===== src/rtl/delay_tester_pkg.sv =====
// delay_tester_pkg: shared FSM encoding, framing bytes and header offsets for the delay tester.
package delay_tester_pkg;
  typedef enum logic [2:0] {IDLE, PREAMBLE, HDR, BODY, DROP} state_t;
  localparam logic [7:0] PREAMBLE_BYTE = 8'h55;
  localparam logic [7:0] SFD_BYTE = 8'hD5;
  localparam logic [3:0] ETYPE_HI = 4'd12;
  localparam logic [3:0] ETYPE_LO = 4'd13;
  localparam logic [3:0] SEQ_HI = 4'd14;
  localparam logic [3:0] SEQ_LO = 4'd15;
endpackage


===== src/rtl/probe_frame_detector_sat_counter8.sv =====
// sat_counter8: 8-bit counter that increments on inc and holds at 8'hFF.
module sat_counter8 (
  input  logic       tx_clk,
  input  logic       reset,
  input  logic       inc,
  output logic [7:0] count
);
  always_ff @(posedge tx_clk or posedge reset)
    if (reset) count <= 8'd0;
    else if (inc && count != 8'hFF) count <= count + 8'd1;
endmodule


===== src/rtl/probe_frame_detector.sv =====
// probe_frame_detector: parses looped-back GMII bytes and pulses frame_caught when the
// probe sequence number matches the outstanding probe.
module probe_frame_detector
  import delay_tester_pkg::*;
#(
  parameter logic [15:0] PROBE_ETYPE = 16'h88B5,
  parameter logic [3:0]  MAX_PREAMBLE = 4'd15
) (
  input  logic        tx_clk,
  input  logic        reset,
  input  logic        rx_dv,
  input  logic        rx_er,
  input  logic [7:0]  rxd,
  input  logic        frame_sent,
  input  logic [15:0] expect_seq,
  output logic        frame_caught,
  output logic [15:0] caught_seq,
  output logic        armed,
  output logic [7:0]  drop_count
);
  state_t state;
  logic [3:0] byte_cnt, pre_cnt;
  logic [15:0] shreg, exp_seq, word;
  logic etype_ok, abort, seq_done, match, drop_inc;
  assign word = {shreg[7:0], rxd};
  assign abort = (state == PREAMBLE || state == HDR) && (!rx_dv || rx_er);
  assign seq_done = state == HDR && rx_dv && !rx_er && byte_cnt == SEQ_LO;
  // match uses the pre-update armed/exp_seq so a coincident frame_sent cannot affect it
  assign match = seq_done && armed && word == exp_seq;
  assign drop_inc = (abort && etype_ok) || (seq_done && !match);
  sat_counter8 u_drop (.tx_clk(tx_clk), .reset(reset), .inc(drop_inc), .count(drop_count));
  always_ff @(posedge tx_clk or posedge reset)
    if (reset) begin
      state <= IDLE;
      byte_cnt <= 4'd0;
      pre_cnt <= 4'd0;
      shreg <= 16'd0;
      exp_seq <= 16'd0;
      etype_ok <= 1'b0;
      frame_caught <= 1'b0;
      caught_seq <= 16'd0;
      armed <= 1'b0;
    end else begin
      frame_caught <= match;
      if (match) caught_seq <= word;
      armed <= frame_sent | (armed & ~match);
      if (frame_sent) exp_seq <= expect_seq;
      case (state)
        IDLE:
          if (rx_dv) begin
            state <= rxd == PREAMBLE_BYTE ? PREAMBLE : DROP;
            pre_cnt <= 4'd1;
          end
        PREAMBLE:
          if (abort) state <= rx_dv ? DROP : IDLE;
          else if (rxd == SFD_BYTE) begin
            state <= HDR;
            byte_cnt <= 4'd0;
            etype_ok <= 1'b0;
          end else if (rxd != PREAMBLE_BYTE || pre_cnt == MAX_PREAMBLE) state <= DROP;
          else pre_cnt <= pre_cnt + 4'd1;
        HDR:
          if (abort) begin
            state <= rx_dv ? DROP : IDLE;
            etype_ok <= 1'b0;
          end else begin
            shreg <= word;
            byte_cnt <= byte_cnt + 4'd1;
            if (byte_cnt == ETYPE_LO) begin
              etype_ok <= word == PROBE_ETYPE;
              if (word != PROBE_ETYPE) state <= BODY;
            end
            if (seq_done) begin
              state <= BODY;
              etype_ok <= 1'b0;
            end
          end
        default: if (!rx_dv) state <= IDLE;
      endcase
    end
endmodule


===== config.mk =====
export PLATFORM = sky130hd
export DESIGN_NAME = probe_frame_detector
export DESIGN_NICKNAME = d
export VERILOG_FILES = /design/src/rtl/delay_tester_pkg.sv /design/src/rtl/probe_frame_detector_sat_counter8.sv /design/src/rtl/probe_frame_detector.sv
export SDC_FILE = /design/constraint.sdc
export NUM_CORES = 1
export LEC_CHECK = 0
export CAP_MARGIN = 40
export CORE_MARGIN = 5
export CORE_UTILIZATION = 52
export DETAILED_ROUTE_END_ITERATION = 16
export GPL_TIMING_DRIVEN = 0
export PLACE_DENSITY_LB_ADDON = 0.15
export SLEW_MARGIN = 20
export SYNTH_ARGS = -nofsm -noshare
export SYNTH_HDL_FRONTEND = slang
export SYNTH_HIERARCHICAL = 1
export SYNTH_SLANG_ARGS = --single-unit

===== constraint.sdc =====
create_clock -name tx_clk -period 2.7 [get_ports tx_clk]
set_clock_uncertainty 0.05 [all_clocks]
set_input_delay 0.405 -clock tx_clk [delete_from_list [all_inputs] [get_ports tx_clk]]
set_output_delay 0.405 -clock tx_clk [all_outputs]
set_load 0.01 [all_outputs]

==> summary.md <==
| Metric | Value |
|---|---|
| Run status | finished clean |
| Leak | around 1.7 nW |
| Top-count cell post-synth | dfrtp_1 |
| Final min period | 2540 ps |
| Crit path kind | in2reg |
| Io pins | between 50 and 60 |
| VDD IR max | 363.7 µV |
| Synth top area share | 0.5082 |
| Yosys warns | 6 |
| CTS tree | done |
| Total die area | between 7000 and 8000 µm² |
| Core Region | 5816 µm² |
| Total Routing Usage GR | 0.1920 |
| TritonCTS Buffers | 9 |
| Via Count | about 2,200 |
| CP Max Fanout | 10 |
| Dominant register cell in the synthesized netlist | dfrtp_1 |
| WL final | approximately 6.5 mm |
| Slew Viols, Final | 0 |
| Critical path launch point type | input port |
| Post-synth top cells | dfrtp_1 (62), mux2_2 (36), nand2_1 (16) |
| Drt wl/cell | 16.66 µm |
| Top post-synthesis cells by area | dfrtp_1 (51%), mux2_2 (13%), mux2_4 (3.9%) |
| PortBufs | 53 |
| Nets | between 300 and 400 |
| Share of layout cells above drive strength 1 | 0.2357 |
| Worst reg2reg path startpoint | byte_cnt[0] |
| Via density | roughly 5.6 |
| Final Util | 0.6691 |
| Hold Path Class | in2async |
| Synth Area per Inst | ~12 µm² |
| Highest clock rate | 393.8 MHz |
| Syn Inst Count | 245 |
| Clock Sinks | 62 |
| 1st-iter DRT viols | 103 |
| FF-to-FF End | u_drop/count[7] |
| Post-DP HPWL | about 4.6 mm |
| CP Capture Type | flop |
| DRC Markers | 0 |
| Worst slack, placed | -485.7 ps |
| Reg2Reg Depth | 9 |
| Synthesis-to-finish area growth | 27.46% |
| Critical Path RT | between 2000 and 3000 ps |
| FFs w/ async S/R, synth | 1.000 |
| Cell taking the most area after synthesis | dfrtp_1 |
| Yosys reg bits | between 60 and 70 |
| EDFF count, synth | 0 |
| RSZ-0062 raised after global routing | false |
| Worst slew margin | 0.5553 |
| Post-synthesis sequential area ratio | 0.5082 |
| Pwr Density | 527.4 nW/µm² |
| Global-route wire length before repair | around 11 mm |
| Worst EP arrival | between 2000 and 3000 ps |
| Die X-Extent | around 87 µm |
| CTS max path bufs | 2 |
| Grt total ovfl | 0 |
| Std-Cell Rows | 28 |
| Final Hold Violating Endpoints | 0 |
| Die span in y | slightly below 90 µm |
| Final instance area | between 3000 and 4000 µm² |
| Synth cell types | 51 |
| Clock Latency Late Sink | 330 ps |
| Placement Cell Area | about 3700 µm² |
| Routed Antenna Nets | 0 |
| Largest net degree at the start of global routing | 55 |
| Clk slew on worst S/H paths | ~60 ps |
| TritonRoute pass-1 iters | 5 |
| Initial Util | 0.5250 |
| Final WS setup | ~160 ps |
| Mapped Area | ~3000 µm² |
| Ant diodes | 0 |
| H-tree depth | 3 |
| Initial antenna violation count | 0 |
| Post-CTS Hold Fix Bufs | 0 |
| Vias in the first global route | 2,243 |
| Slew @ Worst Pin | about 670 ps |
| Tcrit/Tclk final | 0.9406 |
| RD Place Congestion | roughly 0.8 |
| R2R Setup Slk | around 170 ps |
| Root Driver | clkbuf_8 |
| Final setup fails | 0 |
| Syn Nets | between 200 and 300 |
| Maxcap violations | 0 |
[metrics by stage]
step / setup TNS [ps] / std cells / total power, mW / hold WS (ps)
after floorplan: 0 / 245 / 1.176 / 170.7
after global placement: -10630 / 373 / 1.261 / 423.6
after detailed placement: -2521 / 373 / 1.268 / 430.8
after CTS: 0 / 389 / 2.066 / 358.6
after global routing: 0 / 389 / 2.140 / 394.6
final: 0 / 389 / 2.052 / 354.0
[worst max-delay path by stage]
stage | startpoint | endpoint | slack, ps | cells past startpoint
3_3_place_gp | rxd[5] | u_drop/count[7] | -450 | 10
5_1_grt | rxd[7] | u_drop/count[7] | 30 | 9
6_report | rxd[7] | u_drop/count[7] | 160 | 9
3_5_place_dp | rx_dv | u_drop/count[7] | -490 | 10
2_1_floorplan | byte_cnt[0] | u_drop/count[7] | 360 | 9
4_1_cts | rxd[6] | u_drop/count[7] | 110 | 10
[cells in the final DEF (no fill, tap or decap), types with 2 or more instances in the layout]
cell type / count
clkbuf_8: 11
a31oi_1: 2
clkbuf_1: 4
nor3_2: 2
nor2_1: 8
ha_1: 4
xor2_1: 11
nor4_1: 3
dlymetal6s2s_1: 2
mux2i_1: 2
mux2_2: 36
buf_2: 2
dfrtp_1: 62
and2_1: 3
nand4_1: 5
nand2_1: 16
xnor2_1: 9
inv_1: 5
a21oi_1: 3
nand3_1: 9
and4bb_2: 2
a21o_1: 2
mux2_4: 8
o21bai_1: 2
o21ai_0: 10
mux2_1: 3
buf_4: 2
dlygate4sd2_1: 2
nor3_1: 5
clkdlybuf4s50_1: 49
nor2b_1: 3
[metal layers]
layer	wire length [µm]	part of all wire	GRT usage
met1	2836	0.44	0.2412
met2	3145	0.49	0.3150
met4	175	0.027	0.08924
met5	0	0	0
met3	323	0.050	0.04278
[kinds of logic (layout without fill, tap and decap cells)]
group / after synthesis / in the layout / synth area share
simple gates: 67 / 67 / 0.1418
flops: 62 / 62 / 0.5082
mux: 49 / 49 / 0.1898
compound gates: 31 / 31 / 0.06844
xor+xnor: 20 / 20 / 0.05738
buf+inv: 12 / 81 / 0.01803
fa+ha+maj: 4 / 4 / 0.01639
[where the power goes]
| group | switching (mW) | internal [mW] |
|---|---|---|
| clock | 0.333 | 0.468 |
| sequential | 0.0296 | 0.970 |
| combinational | 0.125 | 0.127 |
| total | 0.488 | 1.56 |
[sequential cells by signal, indices dropped and copies added (netlist names)]
signal	count
armed	1
byte_cnt	4
caught_seq	16
etype_ok	1
exp_seq	16
frame_caught	1
pre_cnt	4
shreg	8
state	3
u_drop/count	8
[layout make-up]
class	instances	area (µm²)
fillers	491	1924
flip-flops and latches	62	1551
multi-input cells	171	1451
repair buffers	55	548.0
clock buffers	13	158.9
well taps	75	93.84
plain buffers	6	32.53
clock inverters	1	30.03
inverters	6	25.02
[critical path, cell delays in order]
cell and delay (ps):
clkdlybuf4s50_1 540, xor2_1 230, nor3_2 320, nand4b_4 150, buf_6 180, a22o_1 330, nand3_1 170, nor3_1 70
mux2_1 300
[timing repair]
action                                 4_1_cts  5_1_grt
pin swaps                                    0        1
endpoints found under the hold margin        0        0
setup endpoints to repair                    4        1
buffers inserted                             2        0
gates resized for setup                      3        2
(Power assumes the default switching activity.)
